File: src/rtl/req_arbiter4.sv
// rtl/req_arbiter4.sv - four-request arbiter with sticky pending bits and a registered one-hot grant
// Round-robin or fixed-priority selection from the registered pending set, valid/ready handoff.
module req_arbiter4 #(
  parameter int unsigned FIXED_PRIO = 0
) (
  input  logic       clk,
  input  logic       rst_n,
  input  logic [3:0] req,
  output logic [3:0] grant_onehot,
  output logic [1:0] grant_idx,
  output logic       grant_valid,
  input  logic       grant_ready,
  output logic [3:0] pending
);

  typedef enum logic {
    IDLE  = 1'b0,
    GRANT = 1'b1
  } state_t;

  state_t      state_q;
  logic [3:0]  pending_q;
  logic [3:0]  pending_d;
  logic [1:0]  ptr_q;
  logic [3:0]  onehot_q;
  logic [1:0]  idx_q;
  logic        valid_q;

  logic        accept;
  logic [3:0]  clr;
  logic        win_found;
  logic [1:0]  win_idx;
  logic [1:0]  base;
  logic [1:0]  cand;

  assign accept = (state_q == GRANT) && grant_ready;
  assign clr    = accept ? onehot_q : 4'b0000;

  // A request arriving on the accept edge re-queues the same index.
  assign pending_d = (pending_q & ~clr) | req;

  always_comb begin
    win_found = 1'b0;
    win_idx   = 2'd0;
    cand      = 2'd0;
    base      = (FIXED_PRIO != 0) ? 2'd0 : ptr_q;
    for (int k = 0; k < 4; k++) begin
      cand = base + 2'(k);
      if (!win_found && pending_q[cand]) begin
        win_found = 1'b1;
        win_idx   = cand;
      end
    end
  end

  always_ff @(posedge clk or negedge rst_n) begin
    if (!rst_n) begin
      state_q   <= IDLE;
      pending_q <= 4'b0000;
      ptr_q     <= 2'd0;
      onehot_q  <= 4'b0000;
      idx_q     <= 2'd0;
      valid_q   <= 1'b0;
    end else begin
      pending_q <= pending_d;
      case (state_q)
        IDLE: begin
          if (win_found) begin
            onehot_q <= 4'b0001 << win_idx;
            idx_q    <= win_idx;
            valid_q  <= 1'b1;
            state_q  <= GRANT;
          end
        end
        GRANT: begin
          if (grant_ready) begin
            onehot_q <= 4'b0000;
            idx_q    <= 2'd0;
            valid_q  <= 1'b0;
            ptr_q    <= idx_q + 2'd1;
            state_q  <= IDLE;
          end
        end
        default: state_q <= IDLE;
      endcase
    end
  end

  assign grant_onehot = onehot_q;
  assign grant_idx    = idx_q;
  assign grant_valid  = valid_q;
  assign pending      = pending_q;

endmodule

File: config.mk
export PLATFORM = sky130hd
export DESIGN_NAME = req_arbiter4
export DESIGN_NICKNAME = d
export VERILOG_FILES = /design/src/rtl/req_arbiter4.sv
export SDC_FILE = /design/constraint.sdc
export NUM_CORES = 1
export LEC_CHECK = 0
export ABC_AREA = 0
export CAP_MARGIN = 15
export CORE_UTILIZATION = 50
export DETAILED_ROUTE_END_ITERATION = 10
export PLACE_DENSITY = 0.87
export SLEW_MARGIN = 5
export SYNTH_ARGS = -nofsm -noshare
export SYNTH_HDL_FRONTEND = slang
export SYNTH_SLANG_ARGS = --single-unit
File: constraint.sdc
create_clock -name clk -period 2.4 [get_ports clk]
set_input_delay 0.24 -clock clk [delete_from_list [all_inputs] [get_ports clk]]
set_output_delay 0.24 -clock clk [all_outputs]
set_load 0.005 [all_outputs]
Word level (Yosys, flattened, before mapping)
Cells that the tools add are included.
Widths: inputs -> output; s select.
{ "totals": {"ff_bits": 14, "latchBits": 0, "ram_bits": 0, "romBits": 0, "inputBits": 7, "output_inout_bits": 11, "n_memories": 0} }
{ "op_classes": {"addsub": 4, "mul": 0, "div": 0, "magnitude_cmp": 4, "eq_ne": 2, "shifts": 1, "muxes": 29, "bitwise": 4, "reduce_logical": 9} }
{ "op_table": {"columns": ["op", "count"], "rows": [
  ["$lt 2x3->1 const B", 4],
  ["$mux 1", 12],
  ["$mux 2", 6],
  ["$mux 4", 3],
  ["$bmux 1 s2", 4],
  ["$pmux 4 s2", 1],
  ["$add 2x1->2 const B", 2],
  ["$add 2x2->2 const B", 2],
  ["$and 4x4->4", 1],
  ["$logic_and 1x1->1", 4],
  ["$ne 2x2->1 const B", 2],
  ["$not 4->4", 1],
  ["$or 4x4->4", 1],
  ["$pmux 1 s2", 2],
  ["$pmux 2 s2", 1],
  ["$reduce_and 2->1", 2],
  ["$shl 1x2->4 const A", 1],
  ["$logic_not 1->1", 3],
  ["$not 1->1", 1]
]} }

Logic depth before layout (Yosys ltp)
{ "logic_depth": {"word_depth": 15, "mapped_depth": 5, "depth_no_buf": 4} }

Worst setup path before layout
OpenSTA, ideal clock, no wires.
{ "synth_path": {"kind": "register to register", "start": "register pending_q[0], in the netlist pending[0]", "end": "register onehot_q[2], in the netlist grant_onehot[2]", "setup_ps": 128, "arrival_ps": 1353, "slack_ps": 919, "path_stages_with_launch": 6, "path_buffers": 1, "synth_period_minus_slack_ps": 1481, "path_cell_list": "dfrtp_1 or4_1 buf_6 nand2_2 or3_1 o21ai_1"} }
{ "synth_via": {"elab_chain_cells": 15, "elab_cells_between_ends": 27, "classes_between": "eq/ne (1); shift (1); mux (18); reduce/logical (7)"} }
{ "synth_rtl": {"columns": ["item", "line_no", "source"], "rows": [
  ["start, declared", "22", "logic [3:0] pending_q;"],
  ["start signal, assigned", "65", "pending_q <= pending_d;"],
  ["$bmux 1 s2", "49", "if (!win_found && pending_q[cand]) begin"],
  ["$mux 1 (implied by the code)", "49", null],
  ["$mux 1", "49", null],
  ["$logic_not 1->1", "49", null],
  ["$logic_and 1x1->1", "49", null],
  ["$mux 1", "49", null],
  ["$logic_not 1->1", "49", null],
  ["$logic_and 1x1->1", "49", null],
  ["$mux 1", "49", null],
  ["$logic_not 1->1", "49", null],
  ["$logic_and 1x1->1", "49", null],
  ["$mux 2", "49", null],
  ["$shl 1x2->4", "69", "onehot_q <= 4'b0001 << win_idx;"],
  ["$mux 4", "68", "if (win_found) begin"],
  ["$pmux 4 s2", "66", "case (state_q)"],
  ["end signal, assigned", "69", null],
  ["end, declared", "25", "logic [3:0] onehot_q;"]
]} }
Parallel ways exist; a longest one is shown, timed or not. The select of a mux whose other input is x is not followed.
A chain may end at the register's enable or synchronous reset.

Final worst setup path
Ends and elaborated chain as after synthesis.

==> run metrics <==
status=finished clean; most common cell after layout, fill and taps aside=sky130_fd_sc_hd__clkdlybuf4s50_1; htree depth=1; power density cells=725 mW/mm2; Tightest Hold Check Type=in2async; sum of net half-perimeters after detailed placement=1160 um; post-synthesis instance area=approximately 730 um2; source-to-sink clock delay at the later pin of the worst-skew pair=roughly 0.29 ns; nature of the critical path startpoint=flop; total number of vias=about 630; first-pass GRT wire length=2590 um; WL per Instance=14.7 um; Iteration-0 DRC Markers=20; final hold slack=about 0.33 ns; clock buffer depth=2; Required @ worst endpoint=2.57 ns; skew final=about 0.0066 ns; synthesis warning total=0; Via density=just under 6; type of destination of the critical path=flop; final net count=about 100; setup_tns=0 ns; Die ar.=~0.0016 mm2; number of global-route vias before repair=between 500 and 600; Fin. Hold Viols=0; antenna cells=0; total instance count after detailed placement=between 100 and 150; Finished Layout Cells=109; x dimension of the die=between 40 and 50 um; area grow syn2layout=28.0%; number of antenna violations at the first check in global routing=0; max cap viols=0; number of core rows=13; synthesized area per cell=between 9 and 10 um2; worst max-slew margin expressed relative to the limit=0.585; final core utilization=0.704; wire length after detailed routing=1610 um; worst reg-to-reg path cell count=4; # hold bufs at CTS=0; TritonCTS clock tree=yes; final setup violating endpoints=0; most frequent cells in the layout=17 x sky130_fd_sc_hd__clkdlybuf4s50_1, 14 x sky130_fd_sc_hd__dfrtp_1, 10 x sky130_fd_sc_hd__a21oi_1, 7 x sky130_fd_sc_hd__nor2_1; proportion of layout cells with a drive suffix above 1=0.117; number of I/O port buffers=17; Filler Cell Count=110; clock buffer count from CTS=3; Clock Tree Root=sky130_fd_sc_hd__clkbuf_4; Max rail drop VDD=around 0.47 mV; synthesis-stage register bit count=14; GRT Total Usage=0.256; detailed-router iteration count before antenna repair=4; RSZ-0062 raised after global routing=no; GRT overflow=0; register area share after synthesis=0.478; post-detailed-placement cell area=902 um2; FMAX=585 MHz; I/O pin count=18; crit-path max FO=9; cells after synthesis=76; RD Place Congestion=between 0.8 and 0.9; category of the most critical setup path=reg2reg; setup repair bufs after CTS=0; Initial Util=0.550; number of nets produced by synthesis=83; Design Area, Final=around 940 um2; core footprint=roughly 0.0013 mm2; footprint of the multi-input gates=roughly 350 um2; post-route minimum period=between 1.5 and 2 ns; CTS-repair resized insts=0; Worst Path Arrival=between 1.5 and 2 ns; synth unique cells=26; measured slew at the worst slew-check pin=0.621 ns; number of slew-limit violations in the final report=0; combined flip-flop and latch cell area=between 300 and 400 um2; pin count of the biggest net entering global routing=15; Routed Antenna Nets=0; Final period util=0.713; Die Ht=about 40 um; DRC violations left=0; standby leakage power=between 0.0003 and 0.0004 uW; clock sink count=14; clock transition time at the flip-flop clock pins of the worst setup and hold paths=0.09 ns
[flip-flops by register name, summed over array words and instances (netlist names)]
signal	count
pending	4
grant_idx	2
state_q	1
grant_onehot	4
grant_valid	1
base	2
[cells in the mapped netlist (all sizes together)]
library cell / n / share of area
and2: 3 / 0.026
dfrtp: 14 / 0.48
a21oi: 10 / 0.068
nor2: 8 / 0.044
nor3: 1 / 0.0068
nor3b: 5 / 0.085
a311oi: 1 / 0.012
o31ai: 2 / 0.020
buf: 2 / 0.022
o22ai: 1 / 0.0085
inv: 4 / 0.020
xnor2: 1 / 0.012
nand2b: 4 / 0.034
or4: 1 / 0.010
mux2i: 1 / 0.014
a21o: 4 / 0.041
a22o: 1 / 0.012
nand2: 6 / 0.034
clkbuf: 1 / 0.0051
or3: 2 / 0.017
nor2b: 1 / 0.0085
o21ai: 3 / 0.020
[cell type report]
class,instances,share of cell area
sequential,14,0.373
inverter,4,0.0160
multi-input combinational,55,0.371
tap,15,0.0200
clock buffer,4,0.0387
timing repair buffer,17,0.181
[kinds of logic (layout without fill, tap and decap cells)]
| kind of cell | Yosys count | count (layout) | share of synthesized area |
|---|---|---|---|
| compound gates | 22 | 22 | 0.183 |
| xor+xnor | 1 | 1 | 0.0119 |
| buf+inv | 7 | 25 | 0.0478 |
| simple gates | 31 | 31 | 0.266 |
| flops | 14 | 14 | 0.478 |
| mux | 1 | 1 | 0.0137 |
[path summary, 6_finish.rpt]
path,end,startpoint,slack [ns]
hold reg to reg,base[0],grant_idx[0],0.54
min in group clk,pending[3],req[3],0.51
setup reg to reg,grant_onehot[2],pending[0],0.69
setup / recovery,grant_onehot[2],pending[0],0.69
hold / removal,pending[0],rst_n,0.33
max in group asynchronous,grant_valid,rst_n,1.66
[through the flow]
stage               power (uW)  setup WS (ns)
floorplan                  413          0.919
global placement           502          0.758
detailed placement         510          0.709
CTS                        684          0.696
global route               720          0.583
finish                     680          0.689
[where the power goes]
group          internal (uW)  switching (uW)
clock network           92.5            78.5
registers                272            51.0
logic                    108            78.5
[worst max-delay path, stage by stage, from the launching register on]
cell and delay (ns):
sky130_fd_sc_hd__dfrtp_1 0.44, sky130_fd_sc_hd__or4_1 0.76, sky130_fd_sc_hd__nand2_2 0.19, sky130_fd_sc_hd__or3_1 0.14, sky130_fd_sc_hd__o21ai_1 0.06
[metal layers]
metal  share of wire  GRT usage  routed length (um)  vias to the layer above
met4           0.017      0.100                  27                        0
met3           0.059     0.0667                  95                        2
met2            0.49      0.448                 789                       29
met1            0.43      0.297                 695                      301
met5               0          0                   0                        -
li1                -          -                   -                      301
Power figures use the tool's default switching activity.
